**src/rtl/aes_uart_pkg.sv**
```systemverilog
// Shared definitions for the AES-UART transaction scheduler.
//   DATA_W / KEY_W : width of one plaintext block and one key.
//   state_e        : scheduler FSM states.
package aes_uart_pkg;

  localparam int DATA_W = 128;
  localparam int KEY_W  = 128;

  typedef enum logic [2:0] {
    ST_IDLE,
    ST_CLR,
    ST_LOAD,
    ST_RUN,
    ST_RESP
  } state_e;

endpackage

```
**src/rtl/rr_arb2.sv**
```systemverilog
// Two-way round-robin arbiter.
// Ports:
//   clk, reset : clock and synchronous active-high reset
//   req        : per-requester request vector
//   en         : a grant is taken this cycle when en is high and any req is set
//   gnt        : one-hot grant (all zero when no request)
//   gnt_idx    : index of the granted requester
// The grant is purely combinational; only the last-granted index is stored.
module rr_arb2 (
  input  logic       clk,
  input  logic       reset,
  input  logic [1:0] req,
  input  logic       en,
  output logic [1:0] gnt,
  output logic       gnt_idx
);

  logic last_q;
  logic last_d;

  always_comb begin
    gnt_idx = 1'b0;
    case (req)
      2'b01:   gnt_idx = 1'b0;
      2'b10:   gnt_idx = 1'b1;
      2'b11:   gnt_idx = ~last_q;  // tie goes to whoever did not win last time
      default: gnt_idx = 1'b0;
    endcase

    gnt = 2'b00;
    if (|req) begin
      gnt = gnt_idx ? 2'b10 : 2'b01;
    end

    last_d = last_q;
    if (en && (|req)) begin
      last_d = gnt_idx;
    end
  end

  // Reset value 1 lets requester 0 win the first tie.
  always_ff @(posedge clk) begin
    if (reset) begin
      last_q <= 1'b1;
    end else begin
      last_q <= last_d;
    end
  end

endmodule

```
**src/rtl/aes_uart_sched.sv**
```systemverilog
// Scheduler that serialises two requesters onto one AES-UART core.
// Each transaction: grant (IDLE) -> hold core in reset (CLR) -> present
// data/key (LOAD) -> enable tx/rx until both done or timeout (RUN) ->
// one-cycle response pulse (RESP).
// Ports:
//   clk, reset          : clock and synchronous active-high reset
//   req_valid/req_ready : per-requester request and one-hot accept pulse
//   req_data/req_key    : requester i uses bits [128i+127:128i]
//   rsp_valid/rsp_data/rsp_err : one-hot completion pulse, data, timeout flag
//   busy                : high whenever the FSM is not in IDLE
//   core_*              : control/data towards and from the AES-UART core
// Every output comes straight from a flop.
module aes_uart_sched
  import aes_uart_pkg::*;
#(
  parameter int TIMEOUT    = 4000,
  parameter int CLR_CYCLES = 15
) (
  input  logic                clk,
  input  logic                reset,
  input  logic [1:0]          req_valid,
  output logic [1:0]          req_ready,
  input  logic [2*DATA_W-1:0] req_data,
  input  logic [2*KEY_W-1:0]  req_key,
  output logic [1:0]          rsp_valid,
  output logic [DATA_W-1:0]   rsp_data,
  output logic                rsp_err,
  output logic                busy,
  output logic                core_rst,
  output logic                core_en_tx,
  output logic                core_en_rx,
  output logic [DATA_W-1:0]   core_data_in,
  output logic [KEY_W-1:0]    core_key,
  input  logic                core_tx_done,
  input  logic                core_rx_done,
  input  logic [DATA_W-1:0]   core_data_out
);

  localparam logic [7:0]  CLR_LAST = 8'(CLR_CYCLES - 1);
  localparam logic [15:0] TO_VAL   = 16'(TIMEOUT);

  state_e              state_q, state_d;
  logic [7:0]          clr_cnt_q, clr_cnt_d;
  logic [15:0]         run_cnt_q, run_cnt_d;
  logic                tx_flag_q, tx_flag_d;
  logic                rx_flag_q, rx_flag_d;
  logic                gnt_idx_q, gnt_idx_d;
  logic [1:0]          req_ready_q, req_ready_d;
  logic [1:0]          rsp_valid_q, rsp_valid_d;
  logic [DATA_W-1:0]   rsp_data_q, rsp_data_d;
  logic                rsp_err_q, rsp_err_d;
  logic                busy_q, busy_d;
  logic                core_rst_q, core_rst_d;
  logic                core_en_q, core_en_d;
  logic [DATA_W-1:0]   core_data_in_q, core_data_in_d;
  logic [KEY_W-1:0]    core_key_q, core_key_d;

  logic [1:0]          arb_gnt;
  logic                arb_idx;
  logic [DATA_W-1:0]   req_data_a [2];
  logic [KEY_W-1:0]    req_key_a  [2];

  for (genvar gi = 0; gi < 2; gi++) begin : g_split
    assign req_data_a[gi] = req_data[gi*DATA_W +: DATA_W];
    assign req_key_a[gi]  = req_key[gi*KEY_W +: KEY_W];
  end

  // Requests are only looked at (and last_grant only advances) in IDLE.
  rr_arb2 u_arb (
    .clk     (clk),
    .reset   (reset),
    .req     (req_valid),
    .en      (state_q == ST_IDLE),
    .gnt     (arb_gnt),
    .gnt_idx (arb_idx)
  );

  always_comb begin
    state_d        = state_q;
    clr_cnt_d      = clr_cnt_q;
    run_cnt_d      = run_cnt_q;
    tx_flag_d      = tx_flag_q;
    rx_flag_d      = rx_flag_q;
    gnt_idx_d      = gnt_idx_q;
    req_ready_d    = 2'b00;
    rsp_valid_d    = 2'b00;
    rsp_data_d     = rsp_data_q;
    rsp_err_d      = rsp_err_q;
    core_rst_d     = core_rst_q;
    core_en_d      = core_en_q;
    core_data_in_d = core_data_in_q;
    core_key_d     = core_key_q;

    case (state_q)
      ST_IDLE: begin
        core_rst_d = 1'b0;
        core_en_d  = 1'b0;
        if (|req_valid) begin
          state_d        = ST_CLR;
          gnt_idx_d      = arb_idx;
          req_ready_d    = arb_gnt;
          core_data_in_d = req_data_a[arb_idx];
          core_key_d     = req_key_a[arb_idx];
          core_rst_d     = 1'b1;
          clr_cnt_d      = 8'd0;
          run_cnt_d      = 16'd0;
          tx_flag_d      = 1'b0;
          rx_flag_d      = 1'b0;
        end
      end

      ST_CLR: begin
        if (clr_cnt_q == CLR_LAST) begin
          state_d    = ST_LOAD;
          core_rst_d = 1'b0;
        end else begin
          clr_cnt_d = clr_cnt_q + 8'd1;
        end
      end

      ST_LOAD: begin
        state_d   = ST_RUN;
        core_en_d = 1'b1;
        run_cnt_d = 16'd0;
      end

      ST_RUN: begin
        // Include this cycle's pulses so simultaneous or late done still counts.
        tx_flag_d = tx_flag_q | core_tx_done;
        rx_flag_d = rx_flag_q | core_rx_done;
        if (tx_flag_d && rx_flag_d) begin
          // Completion is tested first, so it beats a coincident timeout.
          state_d     = ST_RESP;
          core_en_d   = 1'b0;
          rsp_data_d  = core_data_out;
          rsp_err_d   = 1'b0;
          rsp_valid_d = gnt_idx_q ? 2'b10 : 2'b01;
        end else if (run_cnt_q == TO_VAL) begin
          state_d     = ST_RESP;
          core_en_d   = 1'b0;
          rsp_data_d  = '0;
          rsp_err_d   = 1'b1;
          rsp_valid_d = gnt_idx_q ? 2'b10 : 2'b01;
        end else begin
          run_cnt_d = run_cnt_q + 16'd1;
        end
      end

      ST_RESP: begin
        state_d = ST_IDLE;
      end

      default: begin
        state_d = ST_IDLE;
      end
    endcase

    busy_d = (state_d != ST_IDLE);
  end

  always_ff @(posedge clk) begin
    if (reset) begin
      state_q        <= ST_IDLE;
      clr_cnt_q      <= 8'd0;
      run_cnt_q      <= 16'd0;
      tx_flag_q      <= 1'b0;
      rx_flag_q      <= 1'b0;
      gnt_idx_q      <= 1'b0;
      req_ready_q    <= 2'b00;
      rsp_valid_q    <= 2'b00;
      rsp_data_q     <= '0;
      rsp_err_q      <= 1'b0;
      busy_q         <= 1'b0;
      core_rst_q     <= 1'b1;
      core_en_q      <= 1'b0;
      core_data_in_q <= '0;
      core_key_q     <= '0;
    end else begin
      state_q        <= state_d;
      clr_cnt_q      <= clr_cnt_d;
      run_cnt_q      <= run_cnt_d;
      tx_flag_q      <= tx_flag_d;
      rx_flag_q      <= rx_flag_d;
      gnt_idx_q      <= gnt_idx_d;
      req_ready_q    <= req_ready_d;
      rsp_valid_q    <= rsp_valid_d;
      rsp_data_q     <= rsp_data_d;
      rsp_err_q      <= rsp_err_d;
      busy_q         <= busy_d;
      core_rst_q     <= core_rst_d;
      core_en_q      <= core_en_d;
      core_data_in_q <= core_data_in_d;
      core_key_q     <= core_key_d;
    end
  end

  assign req_ready    = req_ready_q;
  assign rsp_valid    = rsp_valid_q;
  assign rsp_data     = rsp_data_q;
  assign rsp_err      = rsp_err_q;
  assign busy         = busy_q;
  assign core_rst     = core_rst_q;
  assign core_en_tx   = core_en_q;
  assign core_en_rx   = core_en_q;
  assign core_data_in = core_data_in_q;
  assign core_key     = core_key_q;

endmodule

```
**config.mk**
```make
export PLATFORM = sky130hd
export DESIGN_NAME = aes_uart_sched
export DESIGN_NICKNAME = d
export VERILOG_FILES = /design/src/rtl/aes_uart_pkg.sv /design/src/rtl/rr_arb2.sv /design/src/rtl/aes_uart_sched.sv
export SDC_FILE = /design/constraint.sdc
export NUM_CORES = 1
export LEC_CHECK = 0
export BUFFER_PORTS_ARGS = -buffer_cell sky130_fd_sc_hd__buf_4
export CAP_MARGIN = 25
export CELL_PAD_IN_SITES_DETAIL_PLACEMENT = 1
export CELL_PAD_IN_SITES_GLOBAL_PLACEMENT = 1
export CORE_AREA = 3 3 402 404
export DETAILED_ROUTE_END_ITERATION = 16
export DIE_AREA = 0 0 405 407
export GPL_ROUTABILITY_DRIVEN = 0
export PLACE_DENSITY = 0.44
export SYNTH_ARGS = -nofsm -noshare
export SYNTH_HDL_FRONTEND = slang
export SYNTH_SLANG_ARGS = --single-unit
```
**constraint.sdc**
```tcl
create_clock -name clk -period 1.9 [get_ports clk]
set_input_delay 0.285 -clock clk [delete_from_list [all_inputs] [get_ports clk]]
set_output_delay 0.285 -clock clk [all_outputs]
set_load 0.01 [all_outputs]
```
* Word level (Yosys, flattened, before mapping)
Cells that the tools add are included.
** Storage, ports and cells
- Flip-flop bits (word level) :: 423
- Output and inout port bits :: 393
- Logic and storage cells :: 93
** Operators by class
- Add/subtract/negate cells :: 2
- Magnitude comparators :: 1
- Eq/ne operators :: 13
- Multiplexer cells :: 36
- Bitwise gates (word level) :: 7
- Reduce and logical (&&, ||, !) cells :: 18
** Operators by type and width (number)
- $mux W128 :: 8
- $mux W16 :: 3
- $pmux W16 S3 :: 1
- $add A16 B1 Y16 const B :: 1
- $eq A16 B12 Y1 const B :: 1
- $mux W8 :: 2
- $pmux W8 S2 :: 1
- $mux W3 :: 4
- $pmux W3 S4 :: 1
- $ne A2 B2 Y1 const B :: 5
- $reduce_and A2 Y1 :: 5
- $add A8 B1 Y8 const B :: 1
- $eq A8 B4 Y1 const B :: 1
- $mux W2 :: 4
- $pmux W1 S2 :: 4
- $mux W1 :: 7
- $eq A3 B2 Y1 const B :: 2
- $reduce_bool A2 Y1 :: 3
- $reduce_bool A3 Y1 :: 2
- $eq A2 B2 Y1 const B :: 2
- $not A1 Y1 :: 4
- $reduce_and A4 Y1 :: 1
- $reduce_or A2 Y1 :: 2
- $eq A3 B1 Y1 const B :: 1
- other kinds (9) :: 11

* Longest topological paths before layout
Gate-level depths: netlist of run 1.
- Depth in word-level cells :: 6
- Depth in mapped cells :: 9

* By module
From an unflattened synthesis of run 1, not the netlist that was laid out.
** Second synthesis, totals
- Cells, all modules :: 1638
- Area, all modules :: 16741.1 um^2
** Modules (own cells, without submodules)
- aes_uart_sched :: instances 1, cells an instance 1630, area each 16672.2 um^2
- rr_arb2 :: instances 1, cells an instance 8, area each 68.8 um^2

* Worst setup path before layout of run 1
OpenSTA, ideal clock, no wires.
- Kind :: reg2reg
- Start point :: reg run_cnt_q[0]
- End point :: reg run_cnt_q[1]
- Setup time :: 0.070 ns
- Arrival :: 1.811 ns
- Data required time :: 1.830 ns
- Slack :: 0.019 ns
- Cell stages (with the launch flop) :: 10
- Buffers on the path :: 2
- Cell sequence :: dfxtp_1 > inv_1 > ha_1 > and3b_1 > and4_1 > o21ai_1 > clkbuf_1 > buf_2 > nand3_1 > a21oi_1
** On the way
- Longest elaborated chain between the ends :: 4
** Ends and longest elaborated chain
- start, declared :: line aes_uart_sched.sv:44 : logic [15:0] run_cnt_q, run_cnt_d;
- start signal, assigned :: line aes_uart_sched.sv:181 : run_cnt_q <= run_cnt_d;
- $add A16 B1 Y16 :: line aes_uart_sched.sv:145 : run_cnt_d = run_cnt_q + 16'd1;
- $mux W16 :: line aes_uart_sched.sv:138 : end else if (run_cnt_q == TO_VAL) begin
- $mux W16 :: line aes_uart_sched.sv:131 : if (tx_flag_d && rx_flag_d) begin
- $pmux W16 S3 :: line aes_uart_sched.sv:94 : case (state_q)
Several ways; a longest one is shown, not always the timed one. The select of a mux whose other input is x is not followed.
A chain may end at the register's enable or synchronous reset.

* Worst setup path in the final report of run 1
- Start point :: reg run_cnt_q[0]
- End point :: reg run_cnt_q[8]
Same word-level chain as after synthesis.

==> summary.txt, run 1 <==
Synth
  • Post-synthesis instance total: roughly 1500
  • Syn Std Cell Area: 15000 sq um
  • Ys flop type: dfxtp_1
  • Area leader, netlist: dfxtp_1
  • EDFF count, synth: 0
  • Ys async rst share: 0%
  • Syn nets: 2141
  • Synthesized area per cell: 10.1 sq um
  • Synth top area cells: dfxtp_1, a222oi_1, inv_1
  • Area fraction of the dominant cell type after synthesis: around 56%
  • Post-synthesis cell type count: 49
  • Synth warn: 0
  • Seq/Total Area, Yosys: 56.4%
  • Synthesis-stage register bit count: 423

Route
  • Via count: 19900
  • Drt via density: 3.71
  • 1st-iter DRT viols: 2054
  • Routed wire per std cell: approximately 21 microns
  • DRC Markers: 0
  • Antenna viol nets, final: 0
  • Total iterations of the first detailed-routing run: 8
  • WL final: approximately 110 mm

Timing
  • Clk_skew: 0.0219 ns
  • Final worst setup slack: 0.0237 ns
  • Max Clock Freq: around 530 MHz
  • Hold Fails Final Rpt: 0
  • Period utilization: 98.8%
  • Fin crit period: 1.88 ns
  • Setup TNS: 0 ns
  • # setup viols final: 0
  • Slew Viols, Final: 0
  • Relative max-transition margin: roughly three quarters
  • Measured slew at the worst slew-check pin: 0.395 ns
  • RSZ-0062 raised after global routing: yes

CTS
  • Clk Latency, worst-skew pair: ~0.64 ns
  • CTS H-tree lvls: 2
  • Clk slew on worst S/H paths: about 0.06 ns
  • # clock sinks: 423
  • CTS buffer count: 56
  • Root buf cell: clkbuf_16
  • TritonCTS clock tree: yes
  • Clock Path Buffers: 3

Finish
  • FF/Latch Area: 8480 sq um
  • Final non-filler cell total: between 5000 and 6000
  • Number of fillers in the final layout: 18300
  • Share of cells above drive strength 1: 39.3%
  • Commonest non-fill, non-tap cell in the layout: buf_4
  • Nets: 3878
  • P&R area growth vs syn: 132%
  • Most frequent cells in the layout: buf_4, dlygate4sd3_1, dfxtp_1, inv_1, a222oi_1
  • Area of the multi-input gates: 5080 sq um

Die
  • Initial core utilization: about a tenth
  • Die Y: 407 microns
  • Core Region: 158000 sq um
  • Boundary Pins: 1039
  • Die Area: 165000 sq um
  • Chip width: 405 microns
  • Site Rows: 146

Power
  • Leak: between 15 and 20 nW
  • Switch share: between 20% and 30%
  • Max VDD drop: around 560 uV
  • Comb power frac: 20.4%
  • P_int: 18.9 mW
  • Seq pwr share: 37.7%
  • Total net switching power: 7.14 mW
  • Pwr Density: 748 nW/um^2
  • Clk pwr share: 41.9%

Global routing
  • Vias in the first global route: 20900
  • Largest net degree at the start of global routing: 60
  • First-pass GRT wire length: about 150 mm
  • Initial antenna violation count: 50
  • GRT overflow: 0
  • Total global routing track utilization: 12.9%

Placement
  • Dpl ws: -0.0336 ns
  • DP Wirelength: 89.4 mm
  • IO buf count: 1038
  • Dpl cells: 4578

Setup path
  • Required time of the critical path: between 2 and 2.5 ns
  • Worst Path Class, Setup: flip-flop to flip-flop
  • Worst EP arrival: 2.45 ns
  • Crit. End Element: flip-flop
  • CP startpoint kind: flip-flop
  • Crit path max fanout: 8

Worst hold path
  • Hold Crit Class: input port to flip-flop

Run status
  • Status: finished clean

Run
  • Max Cap Viol: 0
==> cells by family after synthesis <==
group	Yosys count	share of synthesized area, %
buf+inv	400	10.5
compound gates	439	25.8
xor+xnor	8	0.467
simple gates	217	6.49
fa+ha+maj	4	0.333
flops	423	56.4
==> timing repair <==
| item | in CTS | in global routing |
|---|---|---|
| setup endpoints to repair | 83 | 275 |
| resized for setup | 1 | 37 |
| setup buffers | 0 | 15 |
| endpoints found under the hold margin | 393 | 0 |
| hold buffers | 645 | 0 |
| cloned | 0 | 4 |
| pin swaps | 1 | 18 |
==> cell usage after synthesis (2+ instances only) <==
cell type,instances
a211oi_1,5
a222oi_1,256
a22oi_1,130
o21ai_0,13
clkbuf_1,86
or4_1,4
nor3_1,3
inv_1,262
and3_1,3
buf_2,45
xor2_1,5
nor3_2,2
dfxtp_1,423
and2_1,4
a31oi_1,2
nor2_1,146
ha_1,4
a21oi_1,18
nand2_1,13
and4_1,3
a21o_1,2
nor4_1,2
nand3_1,11
xnor2_1,3
buf_6,2
or3_1,11
nand4_1,6
o31ai_1,3
buf_1,4
==> critical path, stage by stage (launching register included) <==
cell     delay [ns]
dfxtp_2        0.33
inv_2          0.05
ha_4           0.14
and3b_1        0.16
nand4_1        0.09
buf_4          0.14
a31oi_4        0.09
buf_6          0.16
or4_4          0.53
a21oi_2        0.12
==> power by group through the flow <==
stage                     clock (mW)  combinational [mW]  sequential (mW)
after floorplan                    0               0.948             10.1
after global placement             0                3.97             9.97
after detailed placement           0                3.98             9.98
after CTS                       11.4                5.25             9.80
after global routing            11.7                5.70             9.87
final                           10.9                5.31             9.82
==> worst paths after layout <==
kind	startpoint	to	slack, ns	depth (start not counted)
max	run_cnt_q[0]	run_cnt_q[8]	0.02	9
min reg2reg	gnt_idx_q	rsp_valid[0]	0.46	1
max reg2reg	run_cnt_q[0]	run_cnt_q[8]	0.02	9
min	req_key[172]	core_key[44]	0.39	4
==> registers in the layout, indices dropped and copies added (netlist names), 2 cells and up <==
signal	count
rsp_valid	2
clr_cnt_q	8
req_ready	2
core_key	128
run_cnt_q	16
core_data_in	128
state_q	3
rsp_data	128
==> layout make-up <==
class | instances | area share (%)
Tap cell | 2072 | 7.45
Inverter | 262 | 2.83
Clock buffer | 90 | 4.80
Clock inverter | 13 | 0.514
Antenna cell | 26 | 0.187
Timing Repair Buffer | 1817 | 45.3
Sequential cell | 423 | 24.4
Multi-Input combinational cell | 668 | 14.6
==> routing by layer <==
| layer | global-route usage (%) | part of all wire [%] | vias to the layer above |
|---|---|---|---|
| met3 | 3.54 | 7.1 | 185 |
| met1 | 15.2 | 39 | 9867 |
| met2 | 22.7 | 51 | 764 |
| li1 | - | - | 9102 |
| met5 | 0 | 0.047 | - |
| met4 | 3.84 | 2.5 | 8 |
==> stage by stage <==
stage	hold WS (ns)	util, %	power, mW	instance area (sq um)
floorplan	0.404	-	11.1	15000
global placement	0.460	16.5	13.9	26100
detailed placement	0.459	16.5	14.0	26100
CTS	0.292	21.8	26.5	34400
global route	0.351	22.0	27.3	34800
finish	0.389	22.0	26.0	34800
Power figures use the tool's default switching activity.
==> run 2, diff against run 1 <==
--- a/config.mk
+++ b/config.mk
@@ -9,11 +9,12 @@
 export CAP_MARGIN = 25
 export CELL_PAD_IN_SITES_DETAIL_PLACEMENT = 1
 export CELL_PAD_IN_SITES_GLOBAL_PLACEMENT = 1
-export CORE_AREA = 3 3 402 404
+export CORE_AREA = 3 3 409 411
 export DETAILED_ROUTE_END_ITERATION = 16
-export DIE_AREA = 0 0 405 407
+export DIE_AREA = 0 0 412 414
 export GPL_ROUTABILITY_DRIVEN = 0
 export PLACE_DENSITY = 0.44
 export SYNTH_ARGS = -nofsm -noshare
 export SYNTH_HDL_FRONTEND = slang
+export SYNTH_HIERARCHICAL = 1
 export SYNTH_SLANG_ARGS = --single-unit
==> constraint.sdc (replaced) <==
create_clock -name clk -period 1.9 [get_ports clk]
set_input_delay 0.38 -clock clk [delete_from_list [all_inputs] [get_ports clk]]
set_output_delay 0.38 -clock clk [all_outputs]
set_load 0.01 [all_outputs]
==> summary.txt, run 2 <==
Die
  • Initial core utilization: just over 10%
  • Core Region: approximately 160000 sq um
  • Site Rows: approximately 150
  • Chip width: 412 microns
  • Die Area: 171000 sq um
  • Boundary Pins: 1039
  • Die Y: around 410 microns

Worst hold path
  • Hold Crit Class: input port to flip-flop
  • HP Start: req_key[36]

Timing
  • Clk_skew: 0.0223 ns
  • Slew Viols, Final: 0
  • Measured slew at the worst slew-check pin: 0.657 ns
  • Hold Fails Final Rpt: 0
  • Setup TNS: -46.42 ns
  • Hold Slack: 0.0911 ns
  • Max Clock Freq: 434 MHz
  • Final worst setup slack: -0.404 ns
  • Period utilization: 121%
  • Relative max-transition margin: 56.1%
  • # setup viols final: 153
  • RSZ-0062 raised after global routing: yes
  • Fin crit period: 2.30 ns

Power
  • Total net switching power: 7.25 mW
  • Clk pwr share: a little over two fifths
  • P_int: 18.8 mW
  • Pwr Density: 814 nW/um^2
  • Switch share: 27.8%
  • Max VDD drop: approximately 650 uV
  • Total design power: 26.1 mW
  • Comb power frac: 20.0%
  • Leak: between 10 and 15 nW
  • Seq pwr share: 37.4%

Global routing
  • Total global routing track utilization: roughly an eighth
  • Met2 global-route usage: 22.3%
  • Largest net degree at the start of global routing: 57
  • GRT overflow: 0
  • First-pass GRT wire length: 151 mm
  • Met1 GRT Util: 14.1%
  • GRT met3 Usage: 4.16%
  • Initial antenna violation count: 23
  • Grt peak-use layer: met2
  • Vias in the first global route: 19200

Run status
  • Violated checks: negative setup slack
  • Status: complete, but fails checks

Finish
  • Most frequent cells in the layout: buf_4, dfxtp_1, nor2_1, a211oi_1, mux2i_1
  • Share of cells above drive strength 1: between 40 and 50%
  • Final non-filler cell total: around 5200
  • Utilization after layout: 19.5%
  • P&R area growth vs syn: 91.3%
  • Commonest non-fill, non-tap cell in the layout: buf_4
  • Nets: roughly 3600
  • Final Cell Area: ~32000 sq um

Synth
  • Synthesized area per cell: 10.2 sq um
  • Area leader, netlist: dfxtp_1
  • Post-synthesis cell type count: 48
  • Most frequent cells after synthesis: dfxtp_1, nor2_1, a211oi_1
  • Area fraction of the dominant cell type after synthesis: 50.6%
  • Top-count cell post-synth: dfxtp_1
  • Syn nets: ~2300
  • Syn Std Cell Area: 16700 sq um
  • Ys async rst share: 0%
  • Synth warn: 6
  • EDFF count, synth: 0
  • Synth top area cells: dfxtp_1, mux2i_1, a211oi_1
  • Post-synthesis instance total: 1638
  • Ys flop type: dfxtp_1
  • Synthesis-stage register bit count: 423
  • Seq/Total Area, Yosys: between 50% and 60%

Placement
  • Cell Area, Placed: 28400 sq um
  • IO buf count: 1038
  • Dpl ws: -0.398 ns
  • Dpl cells: about 4900
  • DP Wirelength: 91.9 mm

Setup path
  • Worst EP arrival: 2.82 ns
  • Crit. End Element: flip-flop
  • Required time of the critical path: 2.42 ns
  • Worst Path Class, Setup: flip-flop to flip-flop
  • Worst setup path start: run_cnt_q[14]
  • Worst r2r src: run_cnt_q[14]
  • CP startpoint kind: flip-flop
  • Crit path max fanout: 35

CTS
  • CTS buffer count: 57
  • CTS H-tree lvls: 2
  • TritonCTS clock tree: yes
  • Root buf cell: clkbuf_16
  • Clk slew on worst S/H paths: roughly 0.060 ns
  • # clock sinks: 423
  • Clock Path Buffers: 3
  • Clk Latency, worst-skew pair: 0.64 ns

Route
  • Total iterations of the first detailed-routing run: 4
  • Drt via density: 3.48
  • 1st-iter DRT viols: 719
  • WL final: 112 mm
  • DRC Markers: 0
  • Via count: 17900
  • Routed wire per std cell: 21.7 microns
  • Antenna viol nets, final: 0

Run
  • Max Cap Viol: 0
run 2: changes by cell type after synthesis, sizes merged, moves of 5 or more:
cell	previous run	this run
a22o	0	128
and3	3	8
mux2i	0	256
nor2	146	277
xnor2	3	8
a211oi	5	258
nor3	5	11
buf	52	25
a22oi	130	2
clkbuf	86	126
inv	262	8
a222oi	256	0
a21oi	19	13
run 2: per-layer routing:
layer / up-vias / share of wire [%]
li1: 8613 / -
met1: 8599 / 40
met2: 597 / 50
met3: 113 / 8.1
met4: 8 / 1.9
met5: - / 0.043
run 2: worst paths after layout:
path / end / slack (ns) / depth (start not counted)
setup / recovery: rsp_data[13] / -0.40 / 6
hold / removal: core_key[36] / 0.09 / 3
setup reg to reg: rsp_data[13] / -0.40 / 6
hold reg to reg: rsp_valid[0] / 0.45 / 1
run 2: repair_timing:
item,4_1_cts,5_1_grt
cloned,0,3
gates resized for setup,16,42
setup buffers,2,2
hold buffers,132,0
pin swaps,0,3
endpoints found under the hold margin,134,0
endpoints found under the setup margin,150,193
run 2: power by group through the flow:
stage / clock [mW] / combinational (mW) / sequential (mW)
after floorplan: 0 / 1.52 / 10.1
after global placement: 0 / 4.94 / 9.91
after detailed placement: 0 / 4.96 / 9.92
after CTS: 11.6 / 5.25 / 9.74
after global routing: 11.9 / 5.65 / 9.80
final: 11.1 / 5.22 / 9.73
run 2: cell families (layout without fill, tap and decap cells):
kind of cell             Yosys count  after routing  synth area share, %
AO/OA/AOI/OAI                    427            427                 19.9
XOR/XNOR                          12             12                0.628
adder cells (fa/ha/maj)            4              4                0.299
buffers and inverters            159           1476                 4.23
flip-flops                       423            423                 50.6
multiplexers                     257            257                 15.4
other                              0              6                    0
AND/OR/NAND/NOR                  356            356                 9.04
run 2: area by class of cell:
cell class                 count  area [sq um]
tap                         2189          2740
timing repair buffer        1366         11100
inverter                       8          30.0
clock inverter                14           259
sequential                   423          8470
multi-input combinational   1056          7810
fill                       19200        132000
antenna                        6          15.0
clock buffer                  88          1630
run 2: worst max-delay path: stages (launching register included):
cell and delay [ns]:
dfxtp_2 0.32, or4b_1 0.50, or4_4 0.59, a21oi_4 0.18, nor2_4 0.14, buf_12 0.21
a22o_1 0.20
==> run 3, diff against run 2 <==
--- a/config.mk
+++ b/config.mk
@@ -13,6 +13,7 @@
 export DETAILED_ROUTE_END_ITERATION = 16
 export DIE_AREA = 0 0 412 414
 export GPL_ROUTABILITY_DRIVEN = 0
+export GPL_TIMING_DRIVEN = 0
 export PLACE_DENSITY = 0.44
 export SYNTH_ARGS = -nofsm -noshare
 export SYNTH_HDL_FRONTEND = slang
==> summary.txt, run 3 (synthesized netlist as in run 2, its figures left out) <==
Run status
  • Status: complete, but fails checks
  • Violated checks: negative setup slack

Setup path
  • R2R depth: 7
  • CP startpoint kind: flip-flop
  • FF-to-FF End: rsp_data[19]
  • R2r setup slk: -0.48 ns
  • Crit path capture: rsp_data[19]
  • Worst setup path start: run_cnt_q[14]
  • Worst EP arrival: ~2.9 ns
  • Crit path max fanout: 10
  • Worst r2r src: run_cnt_q[14]
  • Worst Path Class, Setup: flip-flop to flip-flop
  • Required time of the critical path: 2.41 ns
  • Crit. End Element: flip-flop

Route
  • WL met3: 11.7 mm
  • Drt via density: 3.60
  • Total iterations of the first detailed-routing run: 5
  • Antenna viol nets, final: 0
  • Met2 Routed Length: 64.5 mm
  • 1st-iter DRT viols: 821
  • WL final: 130 mm
  • Via count: 18600
  • DRC Markers: 0
  • Routed wire per std cell: 25.0 microns
  • Met1 Wirelength: 49.9 mm
  • DR top layer: met5

Timing
  • Relative max-transition margin: about 39%
  • Clk_skew: 0.0282 ns
  • Max Clock Freq: 421 MHz
  • Period utilization: 125%
  • RSZ-0062 raised after global routing: yes
  • Fin crit period: 2.38 ns
  • Measured slew at the worst slew-check pin: just over 0.9 ns
  • Slew Viols, Final: 0
  • Final worst setup slack: -0.476 ns
  • Hold Slack: about 0.08 ns
  • Hold Fails Final Rpt: 0
  • # setup viols final: about 140
  • Setup TNS: -54.68 ns

Power
  • Clk pwr share: 43.1%
  • Seq pwr share: 35.3%
  • Leak: roughly 14 nW
  • Pwr Density: 827 nW/um^2
  • P_int: 19.6 mW
  • Total net switching power: 8.03 mW
  • Max VDD drop: 587 uV
  • Switch share: 29.1%
  • Comb power frac: 21.7%

Global routing
  • Initial antenna violation count: 35
  • Largest net degree at the start of global routing: 16
  • Total global routing track utilization: 14.5%
  • Vias in the first global route: 19900
  • GRT overflow: 0
  • First-pass GRT wire length: 172 mm

Finish
  • Number of fillers in the final layout: 19000
  • Area of the multi-input gates: approximately 8600 sq um
  • P&R area growth vs syn: 99.4%
  • Share of cells above drive strength 1: about half
  • Commonest non-fill, non-tap cell in the layout: buf_4
  • Most frequent cells in the layout: buf_4, dfxtp_1, nor2_1, a211oi_1, mux2i_1
  • Nets: between 3000 and 4000
  • FF/Latch Area: 8480 sq um
  • Final Cell Area: 33400 sq um

Die
  • Core Region: 164000 sq um
  • Die Area: 171000 sq um
  • Initial core utilization: around 10%
  • Boundary Pins: 1039
  • Die Y: around 410 microns
  • Site Rows: 149
  • Chip width: 412 microns

CTS
  • CTS H-tree lvls: 2
  • Clk slew on worst S/H paths: 0.06 ns
  • Clock Path Buffers: 3
  • Root buf cell: clkbuf_16
  • CTS buffer count: 58
  • TritonCTS clock tree: yes
  • Clk Latency, worst-skew pair: 0.65 ns
  • # clock sinks: 423

Worst hold path
  • Hold Crit Class: input port to flip-flop

Placement
  • IO buf count: between 1000 and 1500
  • Cell Area, Placed: 27500 sq um
  • DP Wirelength: 108 mm

Run
  • Max Cap Viol: 0
-- run 3: changes by cell type in the layout (fill, tap and decap cells not counted), moves of 19 or more --
cell and change:
clkbuf_2 +21, a211oi_2 +22, buf_4 -116, mux2i_4 +46, a211oi_1 -22, clkbuf_8 +19, mux2i_1 -55, clkbuf_4 +26
-- run 3: how the worst min path moves through the flow --
stage | to | from | depth (start not counted) | slack, ns
floorplan | rsp_valid[0] | gnt_idx_q | 1 | 0.42
global placement | rsp_data[38] | rsp_data[38] | 1 | 0.46
detailed placement | rsp_data[95] | rsp_data[95] | 1 | 0.46
CTS | core_data_in[74] | req_data[202] | 3 | 0.0002
global route | core_data_in[17] | req_data[145] | 3 | 0.03
finish | core_data_in[15] | req_data[15] | 3 | 0.08
-- run 3: stage by stage --
stage	utilization, %	worst slack, ns	instances	total power, mW
after floorplan	-	-0.234	1638	11.6
after global placement	16.6	-2.94	4865	14.9
after detailed placement	16.7	-2.07	4878	15.0
after CTS	20.0	-0.494	5159	28.1
after global routing	20.3	-0.512	5180	29.0
final	20.3	-0.476	5186	27.6
-- run 3: power groups by stage --
stage	logic, mW	clock network (mW)	registers (mW)
5_1_grt	6.43	12.7	9.79
3_3_place_gp	5.00	0	9.90
3_5_place_dp	5.08	0	9.91
4_1_cts	6.03	12.4	9.73
2_1_floorplan	1.52	0	10.1
6_report	5.98	11.9	9.73
-- run 3: what timing repair did --
action                                  CTS  global route
endpoints found under the setup margin  409           376
pin swaps                                27            14
setup buffers                            25            19
hold buffers                            145             0
endpoints found under the hold margin   142             0
cloned                                    7             2
gates resized for setup                 363           136
-- run 3: worst max-delay path, cell delays in order, from the launching register on --
cell	delay (ns)
dfxtp_2	0.33
or4b_1	0.53
or4_4	0.60
a21oi_4	0.18
nor2_4	0.06
buf_12	0.16
buf_8	0.16
a22o_1	0.19
-- run 3: routing by layer --
| layer | global-route usage (%) | vias to the layer above |
|---|---|---|
| met5 | 0 | - |
| met3 | 5.52 | 175 |
| li1 | - | 8687 |
| met2 | 25.4 | 728 |
| met4 | 4.02 | 20 |
| met1 | 16.4 | 9034 |
-- run 3: layout make-up --
cell class              instances  area share (%)
flip-flops and latches        423            25.4
repair buffers               1245            30.2
inverters                       8          0.0900
clock buffers                  82            5.10
multi-input cells            1056            25.7
well taps                    2189            8.21
clock inverters                25           0.997
diodes                         12          0.0900
plain buffers                 146            4.23
